File: src/rtl/mux_n_pipe.sv
// mux_n_pipe: N-input, WIDTH-bit registered selector with valid/ready handshake
// and a one-entry skid buffer, so in_ready never depends combinationally on
// out_ready. Out-of-range selects yield zero data and a one-cycle sel_err pulse.
module mux_n_pipe #(
    parameter int unsigned WIDTH  = 5,
    parameter int unsigned NUM_IN = 2,
    parameter int unsigned SEL_W  = 1
) (
    input  logic                    clk,
    input  logic                    rst_n,
    input  logic [NUM_IN*WIDTH-1:0] in_data,
    input  logic [SEL_W-1:0]        sel,
    input  logic                    in_valid,
    output logic                    in_ready,
    output logic [WIDTH-1:0]        out_data,
    output logic                    out_valid,
    input  logic                    out_ready,
    input  logic                    flush,
    output logic                    sel_err
);

    // Parameter legality: input count range and select wide enough to index it
    generate
        if (NUM_IN < 2 || NUM_IN > 16 || (2 ** SEL_W) < NUM_IN) begin : g_bad_params
            $error("mux_n_pipe: illegal NUM_IN/SEL_W combination");
        end
    endgenerate

    // State bits are {out_valid, skid_valid}
    typedef enum logic [1:0] {
        ST_EMPTY = 2'b00,
        ST_ONE   = 2'b10,
        ST_FULL  = 2'b11
    } state_t;

    state_t             state_q;
    state_t             state_d;
    logic               in_ready_q;
    logic               sel_err_q;
    logic [WIDTH-1:0]   out_data_q;
    logic [WIDTH-1:0]   skid_data_q;

    logic [WIDTH-1:0]   sel_data_c;
    logic               sel_hit_c;
    logic               accept_c;
    logic               load_out_c;
    logic               load_skid_c;
    logic               skid_to_out_c;

    // Select decode; only looks at sel while in_valid is high, misses give zero
    always_comb begin
        sel_data_c = '0;
        sel_hit_c  = 1'b0;
        if (in_valid) begin
            for (int unsigned k = 0; k < NUM_IN; k++) begin
                if (sel == SEL_W'(k)) begin
                    sel_data_c = in_data[k*WIDTH +: WIDTH];
                    sel_hit_c  = 1'b1;
                end
            end
        end
    end

    assign accept_c = in_valid & in_ready_q;

    // Next-state and datapath load enables; flush overrides everything
    always_comb begin
        state_d       = state_q;
        load_out_c    = 1'b0;
        load_skid_c   = 1'b0;
        skid_to_out_c = 1'b0;
        if (flush) begin
            state_d = ST_EMPTY;
        end else begin
            case (state_q)
                ST_EMPTY: begin
                    if (accept_c) begin
                        state_d    = ST_ONE;
                        load_out_c = 1'b1;
                    end
                end
                ST_ONE: begin
                    if (accept_c && out_ready) begin
                        load_out_c = 1'b1;
                    end else if (accept_c) begin
                        state_d     = ST_FULL;
                        load_skid_c = 1'b1;
                    end else if (out_ready) begin
                        state_d = ST_EMPTY;
                    end
                end
                ST_FULL: begin
                    if (out_ready) begin
                        state_d       = ST_ONE;
                        skid_to_out_c = 1'b1;
                    end
                end
                default: begin
                    state_d = ST_EMPTY;
                end
            endcase
        end
    end

    // State register plus registered ready; ready drops only when skid fills
    always_ff @(posedge clk or negedge rst_n) begin
        if (!rst_n) begin
            state_q    <= ST_EMPTY;
            in_ready_q <= 1'b1;
        end else begin
            state_q    <= state_d;
            in_ready_q <= (state_d != ST_FULL);
        end
    end

    // Output and skid data registers; untouched unless explicitly loaded
    always_ff @(posedge clk or negedge rst_n) begin
        if (!rst_n) begin
            out_data_q  <= '0;
            skid_data_q <= '0;
        end else begin
            if (load_out_c) begin
                out_data_q <= sel_data_c;
            end else if (skid_to_out_c) begin
                out_data_q <= skid_data_q;
            end
            if (load_skid_c) begin
                skid_data_q <= sel_data_c;
            end
        end
    end

    // Illegal-select pulse for entries actually kept (not dropped by flush)
    always_ff @(posedge clk or negedge rst_n) begin
        if (!rst_n) begin
            sel_err_q <= 1'b0;
        end else begin
            sel_err_q <= accept_c & ~flush & ~sel_hit_c;
        end
    end

    assign out_valid = state_q[1];
    assign in_ready  = in_ready_q;
    assign out_data  = out_data_q;
    assign sel_err   = sel_err_q;

endmodule

File: config.mk
export PLATFORM = sky130hd
export DESIGN_NAME = mux_n_pipe
export DESIGN_NICKNAME = d
export VERILOG_FILES = /design/src/rtl/mux_n_pipe.sv
export SDC_FILE = /design/constraint.sdc
export NUM_CORES = 1
export LEC_CHECK = 0
export CELL_PAD_IN_SITES_DETAIL_PLACEMENT = 0
export CELL_PAD_IN_SITES_GLOBAL_PLACEMENT = 2
export CORE_UTILIZATION = 28
export DETAILED_ROUTE_END_ITERATION = 7
export PLACE_DENSITY_LB_ADDON = 0.1
export SETUP_SLACK_MARGIN = 0.15
export SLEW_MARGIN = 30
export SYNTH_ARGS = -nofsm -noshare
export SYNTH_HDL_FRONTEND = slang
export SYNTH_SLANG_ARGS = --single-unit
File: constraint.sdc
create_clock -name clk -period 4.2 [get_ports clk]
set_input_delay 0.84 -clock clk [delete_from_list [all_inputs] [get_ports clk]]
set_output_delay 0.84 -clock clk [all_outputs]
set_load 0.02 [all_outputs]
---- Yosys cells after proc, flatten, opt, wreduce, memory -nomap -nowiden ----
Cells that the tools add are included.
word-level totals
  logic and storage cells ................. 38
  input port bits ......................... 16
  memories ................................ 0
  bits in writable memories ............... 0
  ROM bits ................................ 0
  latch bits .............................. 0
  register bits ........................... 14
operators by class
  mux-type cells .......................... 22
  $lt $le $gt $ge ......................... 0
  eq/ne operators ......................... 3
  bitwise gates (word level) .............. 5
  reduce and logical (&&, ||, !) cells .... 3
  shift operators ......................... 0
  divide/modulo/power cells ............... 0
  $add $sub $neg .......................... 0
  multipliers ............................. 0
operators by type and width
  cell                                   number
  5-bit two-way mux                      4
  2-bit two-way mux                      6
  1-bit two-way mux                      10
  2-bit one-hot mux with 3 select lines  1
  2-bit == test, second input constant   2
  1-bit bitwise AND                      3
  2-bit logical NOT                      1
  2-bit != test, second input constant   1
  1-bit NOT                              2
  1-bit one-hot mux with 2 select lines  1
  2-bit nonzero test                     1
  1-bit logical AND                      1

---- Depth between registers and ports, before layout ----
Gate-level depths: netlist of run 1.
  depth in word-level cells ............... 6
  mapped depth ............................ 4

---- Worst setup path before layout of run 1 ----
No wires, ideal clock.
  path kind ............................... in2reg
  start point ............................. in in_valid
  end point ............................... reg out_data_q[2], in the netlist out_data[2]
  path slack .............................. 2.426 ns
  setup time .............................. 0.082 ns
  arrival ................................. 1.692 ns
  cell stages on the path ................. 4
  buffers on the path ..................... 1
  cells stage by stage .................... clkbuf_4 inv_2 or4_1 a31oi_1
on the way
  cells in the longest elaborated chain, start to end .. 6
  elaborated cells on any way between the ends .. 9
  classes of those cells .................. 6 x mux; 1 x bitwise; 2 x reduce/logical
RTL lines
  element                                                         RTL line  text
  start, declared                                                 13        input logic in_valid,
  1-bit bitwise AND                                               64        assign accept_c = in_valid & in_ready_q;
  1-bit logical AND                                               83        if (accept_c && out_ready) begin
  1-bit two-way mux                                               83
  1-bit one-hot mux with 2 select lines                           75        case (state_q)
  1-bit two-way mux                                               72        if (flush) begin
  5-bit two-way mux / 2-bit nonzero test (equally long branches)  -
  end signal, assigned                                            123       out_data_q <= sel_data_c;
  end signal, assigned                                            125       out_data_q <= skid_data_q;
  end, declared                                                   40        logic [WIDTH-1:0] out_data_q;
Several ways; a longest one is shown, not always the timed one.
A chain may end at the register's enable or synchronous reset.

---- Worst setup path after layout of run 1 ----
  start point ............................. in in_valid
  end point ............................... reg out_data_q[3], in the netlist out_data[3]
Same word-level chain as after synthesis.

==> results.cfg, run 1 <==
[status]
status = completed

[grt]
grt_max_degree = 15
grt_pass1_wl_mm = 2.66
antenna_found_initial = 0
overflow = 0
grt_pass1_vias = 587
grt_use_total = 0.131

[clocking]
clock-sinks = 14
clk_latency_ns = 0.28
cts_tree = done
ctsLongestPathBuffers = 2
cts_buffers = 3
cts_hold_buffers = 0
post_cts_buffers = 0
clk_pin_slew_ns = 0.08
h-tree-depth = 1
cts-resized-gates = 0
cts_root_buffer = clkbuf_4

[finish]
fin_cells = 126
finalNetCount = 113
diodes = 0
fillCellCount = 266
final_core_util = 0.405
drive_above_1_share = 0.104
syn_to_final_growth_pct = 35.1
multi_input_area_sq_um = 352
seq_area_sq_um = 352
fin_area_sq_mm = 0.00101

[pwr]
p_seq_frac = 0.482
p_sw_frac = 0.290
power_frac_clock = 0.232
p_leak_nw = 0.400
combPwrFrac = 0.286
total_power_mw = 0.340
peakVddDrop_v = 0.000168
p_int_mw = 0.241
p_per_area_mw_per_mm2 = 336
switchingPower_mw = 0.0985

[routing]
via_count = 628
wl_mm = 1.62
first_pass_iters = 2
via_per_inst = 4.98
drc = 0
wl_per_cell_um = 12.8
drtIter0Drc = 13
postRouteAntennaNets = 0

[timing]
worst_pin_slew_ns = 0.621
fmaxAchievable_mhz = 411
setup_viol_count_final = 0
rsz0062_at_grt = false
hold_viol = 0
clock_skew_ns = 0.000500
relSlewSlack = 0.585
fin_ws_ns = 1.76
fin_hold_ws_ns = 0.510
finalMaxSlewViolations = 0
fin_crit_sh = 0.580
finalCriticalPeriod_ns = 2.44
setup-tns-final_ns = 0

[worst_setup_path]
cp_cell_sequence = clkdlybuf4s50_1 > nand4bb_1 > or4_1 > a31oi_1
end_kind = register
reg2reg_setup_slack_ns = 2.50
cp_top_family = simple AND/OR/NAND/NOR gates
cpMaxStageDelayCell = clkdlybuf4s50_1
path_max_fanout = 12
cp.arrival_ns = 2.64
path_class = input port to register
worstPathRequired_ns = 4.41
critPathLaunchType = input port
path_buf_inv = 1
cpPeakStageDelay_ns = 0.68

[logic_synthesis]
yosysTopAreaCell = dfrtp_1
synthesis.nets = 90
synth.distinct_cells = 28
synth-seq-cells = 14
synth_warnings = 0
synthTopCellsByArea = dfrtp_1 43%, o21ai_0 9.3%, a41oi_1 5.8%
synth_cells = 74
synth_top_area_share = 0.434
synthesis.area_sq_um = 749
syn_avg_cell_area_sq_um = 10.1
yosysSeqAreaShare = 0.469

[die]
dieArea_sq_mm = 0.00289
core_area_sq_mm = 0.00250
ios = 24
fp.dieW_um = 53.7
rows = 18
start_util = 0.300
die_h_um = 53.7

[run]
drv_cap = 0

[placed_design]
dp_hpwl_mm = 1.24
port_buffers = 23
place_area_sq_um = 986
dp.cells = 122
dp_slack_ns = 1.49
place.gp.congestion = 0.656

[min_path]
hold_class = register to register
## Yosys cell counts, drive strengths merged
master / n
nand4: 3
and4: 1
o31ai: 2
nand4bb: 1
inv: 4
a31oi: 5
and4bb: 1
clkbuf: 3
conb: 1
a21oi: 1
or4: 2
nand3: 1
a21o: 1
nand2b: 1
buf: 2
o21ai: 14
a41oi: 5
or2b: 1
mux2: 3
nor2b: 1
mux2i: 2
dfstp: 1
nand2: 4
dfrtp: 13
nand3b: 1
## flip-flops by register name (all words and copies together), names as in the netlist
signal / cells
in_ready: 1
out_data: 5
sel_err: 1
skid_data_q: 5
state_q: 2
## area by class of cell
type / instances / share of cell area
sequential: 14 / 0.347
multi-input combinational: 51 / 0.347
timing repair buffer: 23 / 0.227
tap: 30 / 0.0371
clock buffer: 4 / 0.0260
inverter: 4 / 0.0148
## worst paths after layout
path / from / endpoint / cells after the start
setup / recovery: in_valid / out_data[3] / 4
hold / removal: skid_data_q[2] / skid_data_q[2] / 2
setup reg to reg: in_ready / out_data[3] / 3
hold reg to reg: skid_data_q[2] / skid_data_q[2] / 2
max in group asynchronous: rst_n / sel_err / 1
min in group asynchronous: rst_n / state_q[1] / 1
## logic make-up (layout without fill, tap and decap cells)
logic type | after synthesis | in the layout | share of synthesized area
buf+inv | 9 | 31 | 0.0618
simple gates | 17 | 17 | 0.162
other cells | 1 | 1 | 0.00500
compound gates | 28 | 28 | 0.230
mux | 5 | 5 | 0.0718
flops | 14 | 14 | 0.469
## placed cells by master, fill, tap and decap left out, drive strengths merged
cell           count
clkdlybuf4s50     23
dfrtp             13
a31oi              5
and4               1
o21ai             14
o31ai              2
mux2               3
nand2b             1
nor2b              1
mux2i              2
nand3              1
a21oi              1
or2b               1
conb               1
a21o               1
nand3b             1
and4bb             1
or4                2
a41oi              5
nand4              3
clkbuf             4
inv                4
nand4bb            1
dfstp              1
nand2              4
## worst register-to-register path: stages (launching register included)
cell       delay (ns)
dfstp_2          0.56
nand4bb_1        0.33
or4_1            0.58
a31oi_1          0.16
## power groups by stage
| stage | Clock, mW | Combinational (mW) | Sequential (mW) |
|---|---|---|---|
| after floorplan | 0 | 0.0403 | 0.179 |
| after global placement | 0 | 0.0983 | 0.166 |
| after detailed placement | 0 | 0.0983 | 0.166 |
| after CTS | 0.0835 | 0.0984 | 0.164 |
| after global routing | 0.0892 | 0.108 | 0.166 |
| final | 0.0787 | 0.0973 | 0.164 |
## layer usage
metal,vias up,global-route usage,wire length (um)
met4,0,0.0658,19
met1,279,0.172,809
li1,325,-,-
met5,-,0,0
met2,22,0.193,705
met3,2,0.0367,84
(Power assumes the default switching activity.)
==> run 2: changes to the inputs <==
- CORE_UTILIZATION: 28 -> 24
- clock period: 4.2 -> 2.1 ns (I/O delays scaled with it)
==> run 2 against run 1 <==
Effect of this change:
- the run now ends with design-rule violations left
- highest routed layer unchanged
- total power grew 110%
- clock power grew to 2.5 times the previous value
- combinational power grew 110%
- largest cell class unchanged
- global-route usage shrank 1.2 points
- via count grew 2.2%
- first-iteration DRC count grew 31%
- die area grew 16%
- final area grew 4.1%
- clock skew grew 0.0037 ns
- setup slack lost 1.5 ns
- sequential share of layout area shrank 1.4 points
==> results.cfg, run 2 (same netlist as run 1, synthesis figures left out) <==
[status]
status = finished with violations
violations = design-rule violations

[worst_setup_path]
cpPeakStageDelay_ns = 0.60
reg2reg_from = in_ready
cp_cell_sequence = clkdlybuf4s50_1
cp.arrival_ns = 1.46
path_class = register to primary output
cpMaxStageDelayCell = clkdlybuf4s50_1
reg2reg_setup_slack_ns = 0.65
end_kind = primary output
reg2regPathDepth = 3
path_buf_inv = 1
rr_endpoint = out_data[2]
path_max_fanout = 5
worstPathRequired_ns = 1.68
cp_top_family = buffers and inverters
critPathLaunchType = register

[clocking]
cts_root_buffer = clkbuf_4
ctsLongestPathBuffers = 2
cts_tree = done
clk_latency_ns = 0.29
cts_hold_buffers = 0
clk_pin_slew_ns = 0.09
cts_buffers = 3
clock-sinks = 14
post_cts_buffers = 0
h-tree-depth = 1
cts-resized-gates = 0

[grt]
grt_pass1_vias = 640
antenna_found_initial = 0
overflow = 0
grt_max_degree = 15
grt_use_total = 0.119
grt_pass1_wl_mm = 2.97

[pwr]
peakVddDrop_v = 0.000236
p_leak_nw = 0.424
p_per_area_mw_per_mm2 = 690

[timing]
clock_skew_ns = 0.00420
fin_crit_sh = 0.894
setup-tns-final_ns = 0
relSlewSlack = 0.567
finalCriticalPeriod_ns = 1.88
hold_viol = 0
setup_viol_count_final = 0
worst_pin_slew_ns = 0.648
rsz0062_at_grt = false
finalMaxSlewViolations = 0
fmaxAchievable_mhz = 533
fin_hold_ws_ns = 0.513

[finish]
final_cell_mix = 23 x clkdlybuf4s50_1, 14 x o21ai_0, 13 x dfrtp_1
syn_to_final_growth_pct = 40.6
finalNetCount = 117
seq_area_sq_um = 352
final_common_cell = clkdlybuf4s50_1
multi_input_area_sq_um = 352
drive_above_1_share = 0.150
diodes = 0
fillCellCount = 305

[placed_design]
port_buffers = 23
dp_hpwl_mm = 1.35
place.gp.congestion = 0.719

[min_path]
min_delay_path_depth = 2
hp-start = skid_data_q[4]
hold_end = skid_data_q[4]
hold_class = register to register

[run]
drv_cap = 0

[routing]
drtIter0Drc = 17
drc = 1
wl_mm = 1.72
first_pass_iters = 6
via_count = 642
via_per_inst = 4.90
postRouteAntennaNets = 0
wl_per_cell_um = 13.1

[die]
dieArea_sq_mm = 0.00335
ios = 24
start_util = 0.263
die_h_um = 57.9
fp.dieW_um = 57.9
core_area_sq_mm = 0.00285
rows = 19
## run 2: cell count changes in the layout (fill, tap and decap cells not counted), sizes merged
cell  previous run  this run
buf              0         4
## run 2: area by class of cell
type | instances | share of cell area
Tap cell | 31 | 0.0368
Multi-Input combinational cell | 51 | 0.334
Clock buffer | 4 | 0.0344
Sequential cell | 14 | 0.334
Timing Repair Buffer | 27 | 0.247
Inverter | 4 | 0.0143
## run 2: where the power goes
| part | switching, mW | internal [mW] | total, mW |
|---|---|---|---|
| Combinational | 0.0952 | 0.105 | 0.200 |
| Sequential | 0.0186 | 0.309 | 0.327 |
| Clock | 0.0937 | 0.106 | 0.199 |
| Total | 0.207 | 0.519 | 0.727 |
## run 2: per-stage QoR
stage          utilization  std cells  total power, mW  setup slack, ns  cell area (sq um)
2_1_floorplan            -         74            0.438            0.659                749
3_3_place_gp         0.357        127            0.536            0.219               1020
3_5_place_dp         0.357        127            0.536            0.199               1020
4_1_cts              0.369        131            0.738            0.207               1050
5_1_grt              0.369        131            0.774            0.166               1050
6_report             0.369        131            0.727            0.222               1050
## run 2: how the worst max path moves through the flow
| stage | start | endpoint | slack, ns | cells past startpoint |
|---|---|---|---|---|
| after global placement | in_valid | out_data[2] | 0.22 | 5 |
| after global routing | in_ready | in_ready | 0.17 | 1 |
| final | in_ready | in_ready | 0.22 | 1 |
| after detailed placement | in_valid | out_data[2] | 0.20 | 5 |
| after CTS | in_ready | in_ready | 0.21 | 1 |
| after floorplan | state_q[1] | out_data[2] | 0.66 | 4 |
## run 2: per-layer routing
| layer | track usage | routed length [um] |
|---|---|---|
| met1 | 0.161 | 829 |
| met5 | 0 | 0 |
| met2 | 0.172 | 747 |
| met4 | 0.0918 | 55 |
| met3 | 0.0134 | 87 |
## run 2: tightest hold or removal path, cell delays in order (launching register included)
cell	delay, ns
dfrtp_1	0.35
o21ai_0	0.07
o21ai_0	0.06
==> run 3: changes to the inputs <==
- SLEW_MARGIN: 30 -> 20
==> results of run 3 <==
Final layout, timing and power as in run 2 (identical DEF).
